<file path="src/rtl/scr1_imem_router_np.sv">
// Instruction memory router: steers core IMEM fetches to one of PORT_NUM ports by address
// mask/pattern, keeps up to MAX_OUTST in-order fetches in flight, optional internal error port.
module scr1_imem_router_np #(
  parameter int PORT_NUM  = 3,
  parameter int AWIDTH    = 32,
  parameter int DWIDTH    = 32,
  parameter int MAX_OUTST = 2,
  parameter logic [PORT_NUM*AWIDTH-1:0] PORT_MASK    = {PORT_NUM{32'hFFFF0000}},
  parameter logic [PORT_NUM*AWIDTH-1:0] PORT_PATTERN = {32'h00020000, 32'h00010000, 32'h00000000},
  parameter bit   DEFAULT_PORT_EN = 1'b1
) (
  input  logic                       clk,
  input  logic                       rst,
  output logic                       imem_req_ack,
  input  logic                       imem_req,
  input  logic                       imem_cmd,
  input  logic [AWIDTH-1:0]          imem_addr,
  output logic [DWIDTH-1:0]          imem_rdata,
  output logic [1:0]                 imem_resp,
  input  logic [PORT_NUM-1:0]        port_req_ack,
  output logic [PORT_NUM-1:0]        port_req,
  output logic [PORT_NUM-1:0]        port_cmd,
  output logic [PORT_NUM*AWIDTH-1:0] port_addr,
  input  logic [PORT_NUM*DWIDTH-1:0] port_rdata,
  input  logic [PORT_NUM*2-1:0]      port_resp
);

  localparam int CW = $clog2(MAX_OUTST + 1);
  localparam int PW = $clog2(PORT_NUM + 1);

  localparam logic [1:0] RESP_NOTRDY = 2'd0;
  localparam logic [1:0] RESP_RDY_OK = 2'd1;
  localparam logic [1:0] RESP_RDY_ER = 2'd2;

  localparam logic [PW-1:0] ERR_PORT = PW'(PORT_NUM);

  logic [CW-1:0]     outst_cnt;
  logic [PW-1:0]     cur_port;
  logic [PW-1:0]     tgt;
  logic [1:0]        port_head_resp;
  logic [DWIDTH-1:0] port_head_rdata;
  logic [1:0]        head_resp;
  logic              retire;
  logic              allow;
  logic              tgt_ack;
  logic              accept;

  // Descending scan so the lowest matching index among 1..PORT_NUM-1 wins.
  always_comb begin
    if (((imem_addr & PORT_MASK[0 +: AWIDTH]) == PORT_PATTERN[0 +: AWIDTH]) || DEFAULT_PORT_EN)
      tgt = '0;
    else
      tgt = ERR_PORT;
    for (int i = PORT_NUM - 1; i >= 1; i--) begin
      if ((imem_addr & PORT_MASK[i*AWIDTH +: AWIDTH]) == PORT_PATTERN[i*AWIDTH +: AWIDTH])
        tgt = PW'(i);
    end
  end

  always_comb begin
    port_head_resp  = RESP_NOTRDY;
    port_head_rdata = '0;
    tgt_ack         = 1'b1;
    for (int i = 0; i < PORT_NUM; i++) begin
      if (cur_port == PW'(i)) begin
        port_head_resp  = port_resp[i*2 +: 2];
        port_head_rdata = port_rdata[i*DWIDTH +: DWIDTH];
      end
      if (tgt == PW'(i))
        tgt_ack = port_req_ack[i];
    end
  end

  always_comb begin
    head_resp = RESP_NOTRDY;
    if (outst_cnt != '0)
      head_resp = (cur_port == ERR_PORT) ? RESP_RDY_ER : port_head_resp;
  end

  assign retire = (head_resp == RESP_RDY_OK) || (head_resp == RESP_RDY_ER);

  // Same-port streaming up to the limit; a new port only once the last old entry retires.
  assign allow = (outst_cnt == '0)
              || ((tgt == cur_port) && ((outst_cnt < CW'(MAX_OUTST)) || retire))
              || ((outst_cnt == CW'(1)) && retire);

  assign accept       = !rst && imem_req && allow && tgt_ack;
  assign imem_req_ack = accept;
  assign imem_resp    = rst ? RESP_NOTRDY : head_resp;
  assign imem_rdata   = (!rst && (head_resp == RESP_RDY_OK)) ? port_head_rdata : '0;

  always_comb begin
    port_req  = '0;
    port_cmd  = '0;
    port_addr = '0;
    for (int i = 0; i < PORT_NUM; i++) begin
      if (tgt == PW'(i)) begin
        port_req[i]                   = !rst && imem_req && allow;
        port_cmd[i]                   = imem_cmd;
        port_addr[i*AWIDTH +: AWIDTH] = imem_addr;
      end
    end
  end

  always_ff @(posedge clk) begin
    if (rst) begin
      outst_cnt <= '0;
      cur_port  <= '0;
    end else begin
      outst_cnt <= outst_cnt + CW'(accept) - CW'(retire);
      if (accept)
        cur_port <= tgt;
    end
  end

endmodule
</file>
<file path="config.mk">
export PLATFORM = sky130hd
export DESIGN_NAME = scr1_imem_router_np
export DESIGN_NICKNAME = d
export VERILOG_FILES = /design/src/rtl/scr1_imem_router_np.sv
export SDC_FILE = /design/constraint.sdc
export NUM_CORES = 1
export LEC_CHECK = 0
export ABC_AREA = 0
export CELL_PAD_IN_SITES_DETAIL_PLACEMENT = 1
export CELL_PAD_IN_SITES_GLOBAL_PLACEMENT = 1
export CORE_MARGIN = 8
export CORE_UTILIZATION = 13
export DETAILED_ROUTE_END_ITERATION = 6
export GPL_TIMING_DRIVEN = 0
export PLACE_DENSITY_LB_ADDON = 0.1
export SETUP_SLACK_MARGIN = 0.05
export SLEW_MARGIN = 20
export SYNTH_ARGS = -nofsm -noshare
export SYNTH_HDL_FRONTEND = slang
export SYNTH_SLANG_ARGS = --single-unit
</file>
<file path="constraint.sdc">
create_clock -name clk -period 3 [get_ports clk]
set_input_delay 0.6 -clock clk [delete_from_list [all_inputs] [get_ports clk]]
set_output_delay 0.6 -clock clk [all_outputs]
set_load 0.01 [all_outputs]
</file>
==> metrics.md <==
| Metric | Value |
|---|---|
| Fin crit share | `between 90% and 100%` |
| Antenna diodes | `0` |
| Hold_sp | `outst_cnt[1]` |
| Endpoint of the worst-slack reg-to-reg timing path | `outst_cnt[1]` |
| Tightest Hold Check Type | `reg2reg` |
| Synth async-reset ratio | `0%` |
| Worst r2r src | `cur_port[1]` |
| Vias/cell | `just under 4` |
| Antenna-violating nets left | `0` |
| Clk_skew | `0.1265 ps` |
| Die Y | `137.2 um` |
| Initial Util | `approximately an eighth` |
| CP max FO | `3` |
| Worst setup SP type | `input pin` |
| Count of pins over their slew limit | `0` |
| Compound-Gate Fraction of Synth Area | `10.75%` |
| Simple-Gate Fraction of Synth Area | `40.69%` |
| Cts hold-fix bufs | `0` |
| GRT Util Overall | `between 10 and 15%` |
| Sink Count | `4` |
| CORE AREA | `about 14000 sq um` |
| PortBufs | `roughly 250` |
| Synth Area in XOR/XNOR | `around 2.3%` |
| CTS max path bufs | `2` |
| Dpl hpwl | `around 12000 um` |
| Final WL | `roughly 13000 um` |
| Clock root buffer | `clkbuf_16` |
| Mapped Cells | `313` |
| Synth area leaders | `mux2i_1 18%, nor2_1 15%, buf_4 12%` |
| Number of enable flip-flop cells after synthesis | `0` |
| Mux cell area share after synthesis | `19.00%` |
| Commonest register cell after synthesis | `dfxtp_1` |
| FP Rows | `44` |
| Placer congestion estimate | `just over 0.7` |
| Leak Pwr | `~2.2 nW` |
| Status | `finished, final reports clean` |
| Clock latency on the worst-skew pair | `between 200 and 250 ps` |
| Pwr per Cell Area | `215.7 nW/um^2` |
| Largest net degree at the start of global routing | `11` |
| Clk slew on worst S/H paths | `approximately 30 ps` |
| DRT iter0 DRCs | `70` |
| Post-Synth Adder-Cell Area | `under 10%` |
| DRC viols | `0` |
| CTS H-tree lvls | `1` |
| Yosys warnings | `0` |
| Final Hold Slack | `710.0 ps` |
| Unrepaired setup endpoints after global routing | `true` |
| Initial antenna violation count | `0` |
| Power Total | `~1.0 mW` |
| Count leader, synth | `nor2_1` |
| First-pass GRT wire length | `around 19000 um` |
| Share of layout cells above drive strength 1 | `between 20% and 30%` |
| Final setup violation count | `0` |
| Crit path kind | `in2out` |
| Die width | `137.2 um` |
| Combinational family with the most area after synthesis | `simple AND/OR/NAND/NOR gates` |
| Die area | `18820 sq um` |
| Yosys top cell area share | `17.82%` |
| Maxcap violations | `0` |
| Maximum VDD drop | `roughly 0.18 mV` |
| Unique masters post-synth | `32` |
| WHS Endpoint | `outst_cnt[1]` |
| Crit end category | `output pin` |
| Synth-to-Final Area Change | `148.7%` |
| Vias in the first global route | `around 3300` |
| FF-to-FF setup slack | `about 500 ps` |
| Avg WL per Cell | `roughly 17 um` |
| Worst-case reg-to-reg path depth | `14` |
| #FFs+latches synth | `4` |
| FMAX | `0.3369 GHz` |
| Syn avg cell area | `~6.1 sq um` |
| TritonRoute pass-1 iters | `4` |
| Sequential-to-total area share from yosys stat | `between 4 and 5%` |
| Arr. time, crit path | `approximately 2400 ps` |
| WHS Path Cells | `3` |
| Min Tclk post-route | `2968 ps` |
| Final Hold Fails | `0` |
| Cell Area, Synth | `1909 sq um` |
| CTS tree | `yes` |
| Critical Path RT | `~2400 ps` |
| Synth cell count leaders | `77 x nor2_1, 34 x and2_1, 34 x mux2i_1` |
| CTS Buf Count | `3` |
| Final net count | `~750` |
| Gr ovfl total | `0` |
| Via count | `a little over 3000` |
| Largest area contributor in the netlist | `mux2i_1` |
| Number of fill cells | `approximately 1800` |
| Design area | `between 4000 and 5000 sq um` |
| I/O pins | `278` |
| Placed cell areas | `around 4700 sq um` |
==> how the worst max path moves through the flow <==
stage                     slack [ps]     startpoint  depth (start not counted)       endpoint
after floorplan                  330  imem_addr[20]                          6    port_req[0]
after global placement          -870  imem_addr[28]                          7  port_addr[41]
after detailed placement        -910  imem_addr[28]                          7  port_addr[73]
final                             30  imem_addr[27]                          9    port_req[1]
after CTS                        -60  imem_addr[27]                          9    port_req[1]
after global routing            -110  imem_addr[27]                          9    port_req[1]
==> routing by layer <==
layer,up-vias,global-route usage (%),part of all wire [%]
met2,118,26.57,58
met3,6,4.778,9.0
met4,0,1.026,0.43
met5,-,0,0
li1,1517,-,-
met1,1415,12.15,33
==> report_power, final <==
part / internal, mW / switching, mW / total (mW)
combinational: 0.425 / 0.307 / 0.733
sequential: 0.0680 / 0.0159 / 0.0839
clock: 0.170 / 0.0376 / 0.208
==> worst max-delay path: stages <==
cell,delay (ps)
buf_6,90
or4_4,580
nor4_4,320
buf_4,160
xor2_2,60
o21ai_2,180
nand3_2,120
nor2_1,100
buf_2,150
==> timing repair <==
item | 4_1_cts | 5_1_grt
setup buffers | 8 | 2
pin swaps | 13 | 7
cloned | 1 | 0
gates resized for setup | 215 | 82
setup endpoints to repair | 92 | 56
==> through the flow <==
| stage | instances | util (%) | worst slack [ps] | setup TNS, ps |
|---|---|---|---|---|
| 6_report | 786 | 32.92 | 31.76 | 0 |
| 5_1_grt | 786 | 32.92 | -114.4 | -347.5 |
| 4_1_cts | 784 | 33.67 | -57.49 | -135.9 |
| 3_5_place_dp | 772 | 32.66 | -907.5 | -61610 |
| 3_3_place_gp | 772 | 32.66 | -867.5 | -58420 |
| 2_1_floorplan | 342 | - | 333.0 | 0 |
==> state kept, by name, indices dropped and copies added (netlist names) <==
signal and flops:
outst_cnt 2, cur_port 2
==> cells by family (layout without fill, tap and decap cells) <==
family | after synthesis | in the layout
flops | 4 | 4
mux | 36 | 36
compound gates | 40 | 40
other cells | 1 | 30
fa+ha+maj | 3 | 3
xor+xnor | 5 | 5
buf+inv | 74 | 334
simple gates | 150 | 150
==> layout by cell type (no fill, tap or decap), types with 20 or more instances in the layout <==
cell type        netlist  routed
a21oi_1               33      32
and2_1                34      34
buf_4                 30      40
clkbuf_1              26      20
clkbuf_2               0      32
clkdlybuf4s50_1        0     137
conb_1                 1      30
dlygate4sd2_1          0      38
mux2i_1               34      34
nor2_1                77      76
nor2b_1               23      23
==> final cells by class <==
class	instances	area [sq um]	share of cell area, %
plain buffers	66	451.7	9.513
clock buffers	3	75.07	1.581
inverters	8	30.03	0.6324
multi-input cells	264	1605	33.81
flip-flops and latches	4	80.08	1.686
well taps	184	230.2	4.848
repair buffers	257	2276	47.93
Power figures use the tool's default switching activity.
